### config.mk
export PLATFORM = sky130hd
export DESIGN_NAME = bcd_seg_scanner_flat
export DESIGN_NICKNAME = d
export VERILOG_FILES = /design/src/rtl/bcd_seg_scanner_if.sv /design/src/rtl/bcd_seg_scanner.sv /design/src/flat_wrapper.sv
export SDC_FILE = /design/constraint.sdc
export NUM_CORES = 1
export LEC_CHECK = 0
export ABC_AREA = 0
export CAP_MARGIN = 20
export CORE_AREA = 2 2 90 92
export CTS_BUF_LIST = sky130_fd_sc_hd__clkbuf_4 sky130_fd_sc_hd__clkbuf_8 sky130_fd_sc_hd__clkbuf_16
export DETAILED_ROUTE_END_ITERATION = 16
export DIE_AREA = 0 0 92 94
export SLEW_MARGIN = 20
export SYNTH_ARGS = -nofsm -noshare
export SYNTH_HDL_FRONTEND = slang
export SYNTH_SLANG_ARGS = --single-unit
### constraint.sdc
create_clock -name clk -period 3.4 [get_ports clk]
set_clock_uncertainty 0.15 [all_clocks]
set_input_delay 0.68 -clock clk [delete_from_list [all_inputs] [get_ports clk]]
set_output_delay 0.68 -clock clk [all_outputs]
set_load 0.01 [all_outputs]
### src/rtl/bcd_seg_scanner_if.sv
// Display-side bundle for bcd_seg_scanner: BCD load port, blanking control and the 7-segment drive.
// The optional decimal-point lanes exist only when BCD_SCAN_DP_EN is defined.
interface bcd_seg_scanner_if;
   logic [15:0] bcd_in;
   logic        bcd_valid;
   logic        blank_lz;
   logic [6:0]  seg;
   logic [3:0]  dig_en;
   logic        frame_done;
`ifdef BCD_SCAN_DP_EN
   logic [3:0]  dp_in;
   logic        dp;

   modport master (output bcd_in, bcd_valid, blank_lz, dp_in,
                   input  seg, dig_en, frame_done, dp);
   modport slave  (input  bcd_in, bcd_valid, blank_lz, dp_in,
                   output seg, dig_en, frame_done, dp);
`else
   modport master (output bcd_in, bcd_valid, blank_lz,
                   input  seg, dig_en, frame_done);
   modport slave  (input  bcd_in, bcd_valid, blank_lz,
                   output seg, dig_en, frame_done);
`endif
endinterface

### src/rtl/bcd_seg_scanner.sv
// Time-multiplexed 4-digit 7-segment driver with frame-aligned double buffering,
// per-slot dead time and leading-zero blanking. Optional decimal points: BCD_SCAN_DP_EN.
module bcd_seg_scanner #(
   parameter int unsigned SCAN_DIV = 1000,
   parameter int unsigned GUARD    = 16
) (
   input  logic             clk,
   input  logic             reset_n,
   bcd_seg_scanner_if.slave bus
);

   localparam int unsigned CNT_W = $clog2(SCAN_DIV);

   logic [CNT_W-1:0] r_cnt;
   logic [1:0]       r_idx;
   logic [15:0]      r_pend;
   logic             r_pend_vld;
   logic [15:0]      r_disp;
   logic [6:0]       r_seg;
   logic [3:0]       r_dig_en;
   logic             r_frame_done;

   logic [CNT_W-1:0] w_cnt_nxt;
   logic [1:0]       w_idx_nxt;
   logic [15:0]      w_pend_nxt;
   logic             w_pend_vld_nxt;
   logic [15:0]      w_disp_nxt;
   logic [6:0]       w_seg_nxt;
   logic [3:0]       w_dig_en_nxt;
   logic             w_cnt_last;
   logic             w_boundary;
   logic             w_active;
   logic             w_blank;
   logic             w_upper_zero;
   logic [3:0]       w_nib;
   logic [3:0]       w_shamt;
   logic             w_dp_bit;

`ifdef BCD_SCAN_DP_EN
   logic [3:0] r_pend_dp;
   logic [3:0] r_disp_dp;
   logic       r_dp;
   logic [3:0] w_pend_dp_nxt;
   logic [3:0] w_disp_dp_nxt;
   logic       w_dp_nxt;
`endif

   function automatic logic [6:0] seg_encode(input logic [3:0] nib);
      logic [6:0] s;
      case (nib)
         4'd0:    s = 7'h3F;
         4'd1:    s = 7'h06;
         4'd2:    s = 7'h5B;
         4'd3:    s = 7'h4F;
         4'd4:    s = 7'h66;
         4'd5:    s = 7'h6D;
         4'd6:    s = 7'h7D;
         4'd7:    s = 7'h07;
         4'd8:    s = 7'h7F;
         4'd9:    s = 7'h6F;
         default: s = 7'h40;
      endcase
      return s;
   endfunction

   // Next-state for scan position and buffers; outputs derive from the next position.
   always_comb begin
      w_cnt_last     = (r_cnt == CNT_W'(SCAN_DIV - 1));
      w_boundary     = w_cnt_last && (r_idx == 2'd3);
      w_cnt_nxt      = w_cnt_last ? '0 : r_cnt + CNT_W'(1);
      w_idx_nxt      = w_cnt_last ? r_idx + 2'd1 : r_idx;
      w_disp_nxt     = (w_boundary && r_pend_vld) ? r_pend : r_disp;
      w_pend_nxt     = bus.bcd_valid ? bus.bcd_in : r_pend;
      w_pend_vld_nxt = bus.bcd_valid | (r_pend_vld & ~w_boundary);

      w_shamt      = {w_idx_nxt, 2'b00};
      w_nib        = w_disp_nxt[w_shamt +: 4];
      w_upper_zero = ((w_disp_nxt >> w_shamt) == 16'd0);
`ifdef BCD_SCAN_DP_EN
      w_pend_dp_nxt = bus.bcd_valid ? bus.dp_in : r_pend_dp;
      w_disp_dp_nxt = (w_boundary && r_pend_vld) ? r_pend_dp : r_disp_dp;
      w_dp_bit      = w_disp_dp_nxt[w_idx_nxt];
`else
      w_dp_bit      = 1'b0;
`endif
      w_active = (32'(w_cnt_nxt) >= GUARD);
      w_blank  = bus.blank_lz && (w_idx_nxt != 2'd0) && w_upper_zero && !w_dp_bit;

      w_dig_en_nxt = w_active ? (4'b0001 << w_idx_nxt) : 4'b0000;
      w_seg_nxt    = (w_active && !w_blank) ? seg_encode(w_nib) : 7'h00;
`ifdef BCD_SCAN_DP_EN
      w_dp_nxt     = w_active && w_dp_bit;
`endif
   end

   always_ff @(posedge clk) begin
      if (!reset_n) begin
         r_cnt        <= '0;
         r_idx        <= 2'd0;
         r_pend       <= 16'd0;
         r_pend_vld   <= 1'b0;
         r_disp       <= 16'd0;
         r_seg        <= 7'h00;
         r_dig_en     <= 4'b0000;
         r_frame_done <= 1'b0;
      end else begin
         r_cnt        <= w_cnt_nxt;
         r_idx        <= w_idx_nxt;
         r_pend       <= w_pend_nxt;
         r_pend_vld   <= w_pend_vld_nxt;
         r_disp       <= w_disp_nxt;
         r_seg        <= w_seg_nxt;
         r_dig_en     <= w_dig_en_nxt;
         r_frame_done <= w_boundary;
      end
   end

`ifdef BCD_SCAN_DP_EN
   always_ff @(posedge clk) begin
      if (!reset_n) begin
         r_pend_dp <= 4'd0;
         r_disp_dp <= 4'd0;
         r_dp      <= 1'b0;
      end else begin
         r_pend_dp <= w_pend_dp_nxt;
         r_disp_dp <= w_disp_dp_nxt;
         r_dp      <= w_dp_nxt;
      end
   end

   assign bus.dp = r_dp;
`endif

   assign bus.seg        = r_seg;
   assign bus.dig_en     = r_dig_en;
   assign bus.frame_done = r_frame_done;

endmodule

### src/flat_wrapper.sv
// flat-port wrapper written by rule: the top's interface ports become plain ports
module bcd_seg_scanner_flat 
#(
   parameter int unsigned SCAN_DIV = 1000,
   parameter int unsigned GUARD    = 16
)
  (clk, reset_n, bus_bcd_in, bus_bcd_valid, bus_blank_lz, bus_seg, bus_dig_en, bus_frame_done);
  bcd_seg_scanner_if bus_i ();
  input  logic clk;
  input  logic reset_n;
  input wire logic [$bits(bus_i.bcd_in)-1:0] bus_bcd_in;
  input wire logic [$bits(bus_i.bcd_valid)-1:0] bus_bcd_valid;
  input wire logic [$bits(bus_i.blank_lz)-1:0] bus_blank_lz;
  output wire logic [$bits(bus_i.seg)-1:0] bus_seg;
  output wire logic [$bits(bus_i.dig_en)-1:0] bus_dig_en;
  output wire logic [$bits(bus_i.frame_done)-1:0] bus_frame_done;
  assign bus_i.bcd_in = bus_bcd_in;
  assign bus_i.bcd_valid = bus_bcd_valid;
  assign bus_i.blank_lz = bus_blank_lz;
  assign bus_seg = bus_i.seg;
  assign bus_dig_en = bus_i.dig_en;
  assign bus_frame_done = bus_i.frame_done;
  bcd_seg_scanner #(.SCAN_DIV(SCAN_DIV), .GUARD(GUARD)) u_core (.clk(clk), .reset_n(reset_n), .bus(bus_i));
endmodule
# Word-level counts from Yosys, hierarchy flattened
# Memory sizes are Yosys's and may differ from the RTL's. A register that Yosys moved wholly into a read port is not among the register bits.
# Index checks and enable logic that the tools add are counted.
# classes
n_addsub,2
mul,0
div,0
order_cmp,1
n_eq_ne,2
n_shift,3
muxes,3
bitwise,3
n_reduce_logical,11
# ops
operator,count
$logic_not 16->1,1
$mux 16,1
$shiftx 16x5->4,1
$shr 16x4->16,1
$add 10x1->10 const B,1
$eq 10x10->1 const B,1
$ge 10x5->1 const B,1
$mux 10,1
$logic_and 1x1->1,5
$reduce_and 2->1,2
$shl 1x2->4 const A,1
$add 2x1->2 const B,1
$eq 2x2->1 const B,1
$logic_not 1->1,2
$mux 2,1
$reduce_bool 2->1,1
$and 1x1->1,1
$not 1->1,1
$or 1x1->1,1
# word_totals
regBits,50
latchBits,0
ramBits,0
mem_bits_ro,112
in_bits,20
out_inout_bits,12
elab_cells,33
memories,1
# memory_table
name,depth,word_bits,read_ports,rd_clocked_by_memory_dff,wr,line,rtl
(name not given),16,7,1,1,0,bcd_seg_scanner.sv:50,case (nib)

# Depth between registers and ports, before layout
# Gate-level depths: netlist (run 1).
# logic_depth
ltp_word,11
depth_mapped,14

# Worst setup path before layout (run 1)
# Ideal clock, no wire load.
# synth_path
path_kind,reg2reg
start,register u_core.r_idx[0]
end,"register u_core.r_seg[0], in the netlist u_core.bus.seg[0]"
setup_time_ps,126
arrival_ps,2667
required_time_ps,3124
slack_ps,457
stages_incl_launch_ff,12
period_less_slack_ps,2943
cell_sequence,dfxtp_1 -> ha_1 -> nand2_1 -> buf_2 -> mux2_1 -> mux4_2 -> a21oi_2 -> ha_1 -> nand2_1 -> a211oi_2 -> a31o_4 -> a21oi_1
# synth_between
elab_chain_cells,11
elab_cells_between_ends,16
cone_classes,add/sub (1); eq/ne (1); shift (2); mux (2); reduce/logical (10)
# synth_rtl
item,line,rtl
start: declaration,bcd_seg_scanner.sv:15,logic [1:0] r_idx;
start signal: assignment,bcd_seg_scanner.sv:108,r_idx <= w_idx_nxt;
$eq 2x2->1,bcd_seg_scanner.sv:69,w_boundary = w_cnt_last && (r_idx == 2'd3);
$logic_and 1x1->1,bcd_seg_scanner.sv:69,
$logic_and 1x1->1,bcd_seg_scanner.sv:72,w_disp_nxt = (w_boundary && r_pend_vld) ? r_pend : r_disp;
$mux 16,bcd_seg_scanner.sv:72,
$shr 16x4->16,bcd_seg_scanner.sv:78,w_upper_zero = ((w_disp_nxt >> w_shamt) == 16'd0);
$logic_not 16->1,bcd_seg_scanner.sv:78,
$logic_and 1x1->1,bcd_seg_scanner.sv:87,w_blank = bus.blank_lz && (w_idx_nxt != 2'd0) && w_upper_zero && !w_dp_bit;
$logic_not 1->1,bcd_seg_scanner.sv:90,w_seg_nxt = (w_active && !w_blank) ? seg_encode(w_nib) : 7'h00;
$logic_and 1x1->1,bcd_seg_scanner.sv:90,
$reduce_and 2->1 (no source line),-,
$logic_not 1->1 (no source line),-,
end: declaration,bcd_seg_scanner.sv:19,logic [6:0] r_seg;
# Parallel ways exist; a longest one is shown, timed or not.
# A chain may end at the register's enable or synchronous reset.

# Final worst setup path (run 1)
# layout_path
start,register u_core.r_cnt[4]
end,"register u_core.r_seg[0], in the netlist u_core.bus.seg[0]"
# layout_between
elab_chain_cells,11
elab_cells_between_ends,18
cone_classes,add/sub (1); order compare (1); eq/ne (1); shift (2); mux (3); reduce/logical (10)
# layout_rtl
item,line,rtl
start: declaration,bcd_seg_scanner.sv:14,logic [CNT_W-1:0] r_cnt;
start signal: assignment,bcd_seg_scanner.sv:107,r_cnt <= w_cnt_nxt;
"parallel branches: the longest is 11 deep, another holds $add 10x1->10",-,
# Parallel ways; which one is timed is not known.

==> flow_metrics.env, run 1 <==
export IMPL_grt_overflow=0
export IMPL_fp_dieH_um=94
export IMPL_coreArea_mm2=0.00761
export IMPL_synth_most_common_cell="dfxtp_1"
export IMPL_antenna_left=0
export IMPL_die_w_um=92
export IMPL_min_to="u_core.r_disp[1]"
export IMPL_io_buffers=31
export IMPL_reg2reg_to="u_core.bus.seg[0]"
export IMPL_r2r_start="u_core.r_cnt[4]"
export IMPL_setup_viol=0
export IMPL_p_seq_share_pct=47.2
export IMPL_fin_crit_sh_pct=93.6
export IMPL_slowest_stage="mux2i_2"
export IMPL_routed_wl_um=6930
export IMPL_worstMarginPinSlew_ps=955
export IMPL_status="complete, no violations"
export IMPL_path_cells="and4bb_1, nand3_4, mux2i_2, a211oi_1, a21oi_2, ha_1, nand2_1, a211oi_2, a31o_4, a21oi_1"
export IMPL_boundaryPins=32
export IMPL_synth_edff_count=0
export IMPL_worstSkewPairLatency_ps=330
export IMPL_drv_cap=0
export IMPL_worst_ep_required_time_ps=3470
export IMPL_relSlewSlack_pct=36.1
export IMPL_synth_top_area_share_pct=38.2
export IMPL_slew_viol_final=0
export IMPL_clk_path_buf_depth=2
export IMPL_drtPass1Iterations=4
export IMPL_syn_nets=356
export IMPL_num_rows=32
export IMPL_ys_warn_count=0
export IMPL_p_int_uw=1170
export IMPL_wl_per_cell_um=14.9
export IMPL_grt_use_total_pct=17.4
export IMPL_fmax_ghz=0.314
export IMPL_leakage_uw=0.00141
export IMPL_whs_path_depth=2
export IMPL_critPathMaxStageDelay_ps=640
export IMPL_switchingPower_uw=317
export IMPL_syn_area_mm2=0.00299
export IMPL_area_delta_synth_final_pct=21.9
export IMPL_gp_congestion=0.868
export IMPL_grt_pass1_wl_um=11900
export IMPL_reg2reg_depth=10
export IMPL_syn_area_per_cell_um2=9.14
export IMPL_num_antenna_cells=0
export IMPL_synth_top_cell_by_area="dfxtp_1"
export IMPL_grt_max_degree=38
export IMPL_netlist_instances=327
export IMPL_clockPowerShare_pct=48.4
export IMPL_crit_fanout=11
export IMPL_hold_buffers=0
export IMPL_ff2ff_setup_slack_ps=220
export IMPL_cp_arrival_ps=3250
export IMPL_cts_htree_levels=3
export IMPL_start_util_pct=39.3
export IMPL_synth_main_ff_cell="dfxtp_1"
export IMPL_clkTransAtPathRegs_ps=70
export IMPL_cts_sinks=57
export IMPL_synth_async_sr_flop_share_pct=0
export IMPL_p_per_area_mw_per_mm2=408
export IMPL_cts_made_buffers=9
export IMPL_synth_seq_cells=57
export IMPL_crit_type="register to register"
export IMPL_n_fill_cell=760
export IMPL_hold_violations=0
export IMPL_layout_nets=388
export IMPL_tns_ps=0
export IMPL_swShare_pct=21.3
export IMPL_holdCritStartpoint="u_core.r_disp[1]"
export IMPL_crit_path_end_kind="register"
export IMPL_viasPerCell=5.32
export IMPL_combPwrFrac_pct=4.4
export IMPL_drive_gt1_share_pct=14.0
export IMPL_synth_seq_area_share_pct=38.2
export IMPL_timing_hold_ws_ps=322
export IMPL_cts_tree="done"
export IMPL_yosys_top_cells_area="dfxtp_1, mux2i_1, a21oi_1"
export IMPL_fin_cells=466
export IMPL_die_area_mm2=0.00865
export IMPL_hold_path_class="register to register"
export IMPL_netlist_top_cells_count="dfxtp_1, nand2_1, nor2_1"
export IMPL_place_hpwl_um=4990
export IMPL_first_iter_violations=193
export IMPL_layout_min_cycle_time_ps=3180
export IMPL_rsz0062_at_grt="false"
export IMPL_ys_types=62
export IMPL_dp_cells=450
export IMPL_grt_pass1_vias=2391
export IMPL_post_route_drc_count=0
export IMPL_vias=2480
export IMPL_antenna_found_initial=0
export IMPL_vdd_drop_max_mv=0.290
export IMPL_root_buffer="clkbuf_8"
export IMPL_worstSetupStartpointType="register"
==> flip-flops by register name, indices dropped and copies added, names as in the netlist <==
register	count
u_core.r_cnt	10
u_core.bus.frame_done	1
u_core.r_idx	2
u_core.bus.seg	7
u_core.bus.dig_en	4
u_core.r_disp	16
u_core.r_pend	16
u_core.r_pend_vld	1
==> power by group through the flow <==
stage | sequential (µW) | clock (µW) | combinational, µW
CTS | 701 | 737 | 66.6
floorplan | 709 | 0 | 36.3
global placement | 715 | 0 | 65.3
global route | 704 | 771 | 73.1
finish | 702 | 720 | 65.8
detailed placement | 716 | 0 | 66.2
==> stage by stage <==
| stage | setup slack (ps) | utilization, % | total power, µW | cell area [µm²] |
|---|---|---|---|---|
| after global placement | 223 | 44.5 | 781 | 3390 |
| after global routing | 15.7 | 47.9 | 1550 | 3640 |
| after detailed placement | 42.0 | 44.5 | 782 | 3390 |
| after CTS | 24.7 | 47.5 | 1500 | 3620 |
| final | 217 | 47.9 | 1490 | 3640 |
| after floorplan | 457 | - | 745 | 2990 |
==> worst max-delay path: cells and delay by family, from the launching register on <==
| family | cells | cell delay [ps] |
|---|---|---|
| flip-flops | 1 | 370 |
| AO/OA/AOI/OAI | 5 | 870 |
| adder cells (fa/ha/maj) | 1 | 230 |
| AND/OR/NAND/NOR | 3 | 810 |
| multiplexers | 1 | 640 |
==> cells in the final DEF, fill, tap and decap left out, types with 2 or more instances in the layout <==
cell and n:
and4_1 4, and2_1 2, nand4_1 8, dfxtp_1 57
nand2_1 36, a211oi_1 5, nand3_1 9, or3_1 2
o211ai_1 6, clkdlybuf4s50_1 31, o221ai_1 2, clkbuf_8 11
a21oi_2 2, mux2_4 3, nor2b_1 2, a2bb2oi_1 2
inv_1 7, clkinv_2 2, and3_1 3, xnor2_1 4
buf_4 10, mux4_2 2, nor2_1 35, o21ai_0 4
ha_1 9, nor3_1 5, bufinv_16 2, a21oi_1 27
mux2i_1 24, nor4_1 7, o211a_1 2, mux2_2 6
xor2_1 2
==> layer usage <==
metal  global-route usage (%)  share of wire (%)  up-vias
met1                     23.1                 48     1163
met5                        0                  0        -
met2                     27.9                 46       52
met4                     5.97                1.4        0
li1                         -                  -     1256
met3                     3.85                4.6        9
==> logic make-up after synthesis <==
group | synth area share, %
buf+inv | 4.73
xor+xnor | 2.30
fa+ha+maj | 3.77
compound gates | 15.8
flops | 38.2
mux | 14.1
simple gates | 21.1
==> cell type report <==
type	count	area [µm²]	share of cell area [%]
repair buffers	41	385	10.6
well taps	102	128	3.50
flip-flops and latches	57	1140	31.3
inverters	7	26.3	0.721
clock buffers	11	151	4.16
multi-input cells	243	1730	47.6
clock inverters	5	77.6	2.13
==> worst max-delay path by stage <==
stage | start | endpoint | slack, ps | depth (start not counted)
2_1_floorplan | u_core.r_idx[0] | u_core.bus.seg[0] | 460 | 11
3_3_place_gp | u_core.r_cnt[4] | u_core.bus.seg[4] | 220 | 10
3_5_place_dp | u_core.r_cnt[4] | u_core.bus.seg[2] | 40 | 10
4_1_cts | u_core.r_cnt[4] | u_core.bus.seg[2] | 20 | 10
5_1_grt | u_core.r_cnt[2] | u_core.bus.seg[0] | 20 | 10
6_report | u_core.r_cnt[4] | u_core.bus.seg[0] | 220 | 10
==> what timing repair did <==
item / in CTS / in global routing
gates resized for setup: 0 / 5
buffers inserted: 0 / 0
endpoints found under the hold margin: 0 / 0
setup endpoints to repair: 0 / 7
Power figures use the tool's default switching activity.
==> run 2, diff against run 1 <==
Settings changed: CAP_MARGIN 20 to 5.
==> results of run 2 <==
The final DEF is identical to that of run 1; final timing and power are the same.
==> run 3, diff against run 2 <==
Settings changed: CORE_AREA 2 2 90 92 to 2 2 77 79, DIE_AREA 0 0 92 94 to 0 0 79 81, PLACE_DENSITY from default to 0.77.
==> run 3 against run 2 <==
Final cell count decreased by 5.6%. Die area decreased by 26%. Sequential power about the same. Clock power decreased by 11%. Worst setup slack improved by 33 ps. First-iteration DRC count decreased by 12%. Power decreased by 5.3%. Worst hold slack improved by 1.9 ps. Sequential share of layout area increased by 0.64 points. Final area decreased by 2.0%.
==> flow_metrics.env, run 3 (synthesized netlist as in run 1, its figures left out) <==
export IMPL_status="complete, no violations"
export IMPL_cp_arrival_ps=3220
export IMPL_routed_wl_um=6920
export IMPL_fp_dieH_um=81
export IMPL_cts_sinks=57
export IMPL_fmax_ghz=0.317
export IMPL_multi_input_area_mm2=0.00172
export IMPL_slew_viol_final=0
export IMPL_place_hpwl_um=4950
export IMPL_gp_congestion=0.984
export IMPL_area_delta_synth_final_pct=19.4
export IMPL_hold_buffers=0
export IMPL_worstMarginPinSlew_ps=967
export IMPL_cts_htree_levels=3
export IMPL_n_fill_cell=499
export IMPL_die_area_mm2=0.00640
export IMPL_vias=2594
export IMPL_worstSkewPairLatency_ps=340
export IMPL_antenna_found_initial=0
export IMPL_start_util_pct=52.7
export IMPL_place_area_mm2=0.00336
export IMPL_drv_cap=0
export IMPL_grt_use_total_pct=23.2
export IMPL_leakage_uw=0.00139
export IMPL_die_w_um=79
export IMPL_grt_pass1_wl_um=11500
export IMPL_worst_ep_required_time_ps=3470
export IMPL_grt_pass1_vias=2336
export IMPL_boundaryPins=32
export IMPL_clkTransAtPathRegs_ps=60
export IMPL_wl_per_cell_um=15.7
export IMPL_antenna_left=0
export IMPL_first_iter_violations=170
export IMPL_crit_path_end_kind="register"
export IMPL_drive_gt1_share_pct=13.7
export IMPL_cts_repair_resized=0
export IMPL_setup_viol=0
export IMPL_io_buffers=31
export IMPL_post_cts_buffers=0
export IMPL_worstSetupStartpointType="register"
export IMPL_clk_path_buf_depth=2
export IMPL_cts_tree="done"
export IMPL_coreArea_mm2=0.00568
export IMPL_p_per_area_mw_per_mm2=395
export IMPL_post_route_drc_count=0
export IMPL_hold_violations=0
export IMPL_num_rows=28
export IMPL_mostFrequentLayoutCell="dfxtp_1"
export IMPL_vdd_drop_max_mv=0.292
export IMPL_fin_area_mm2=0.00357
export IMPL_grt_overflow=0
export IMPL_tns_ps=0
export IMPL_relSlewSlack_pct=35.3
export IMPL_crit_type="register to register"
export IMPL_num_antenna_cells=0
export IMPL_grt_max_degree=38
export IMPL_viasPerCell=5.90
export IMPL_rsz0062_at_grt="false"
export IMPL_layout_common_cells="dfxtp_1, nand2_1, nor2_1"
export IMPL_layout_nets=389
export IMPL_fin_crit_sh_pct=92.6
export IMPL_root_buffer="clkbuf_8"
export IMPL_hold_path_class="register to register"
export IMPL_reg_top3="u_core.r_disp (16), u_core.r_pend (16), u_core.r_cnt (10)"
export IMPL_crit_fanout=8
export IMPL_cts_made_buffers=9
export IMPL_drtPass1Iterations=5
export IMPL_seq_area_mm2=0.00114
export IMPL_layout_min_cycle_time_ps=3150
run 3: power breakdown:
| group | leakage (µW) | switching [µW] | internal [µW] |
|---|---|---|---|
| registers | 0.000463 | 17.5 | 683 |
| logic | 0.000833 | 29.2 | 38.8 |
| clock network | 0.0000987 | 277 | 363 |
run 3: stage by stage:
stage               hold slack, ps  power, µW  cells  util [%]  setup slack (ps)
floorplan                      288        745    327         -               457
global placement               313        781    424      59.2               263
detailed placement             324        783    424      59.2              62.3
CTS                            332       1420    440      62.7              37.0
global route                   340       1460    440      62.9              17.0
finish                         324       1410    440      62.9               250
run 3: cell type report:
cell class	count	area share (%)
inverter	7	0.736
clock inverter	5	1.54
sequential	57	32.0
multi-input combinational	243	48.1
tap	75	2.63
timing repair buffer	42	11.0
clock buffer	11	4.07
run 3: layer usage:
layer / global-route usage (%) / vias to the layer above / share of wire, %
li1: - / 1253 / -
met1: 30.7 / 1188 / 46
met2: 36.6 / 131 / 45
met3: 6.00 / 22 / 7.4
met4: 9.14 / 0 / 2.3
met5: 0 / - / 0
run 3: worst paths after layout:
path / start / end / slack, ps / cells past startpoint
worst min-delay path: u_core.r_disp[1] / u_core.r_disp[1] / 320 / 2
worst max-delay path: u_core.r_idx[1] / u_core.bus.seg[3] / 250 / 11
worst max register to register: u_core.r_idx[1] / u_core.bus.seg[3] / 250 / 11
worst min register to register: u_core.r_disp[1] / u_core.r_disp[1] / 320 / 2
run 3: worst max-delay path, cell delays in order (launching register included):
cell and delay [ps]:
dfxtp_1 420, ha_1 320, nand2_1 200, buf_4 210, a2111oi_1 580, o41ai_2 200, inv_1 160, ha_1 210
nand2_1 80, a211oi_2 210, a31o_4 220, a21oi_1 50
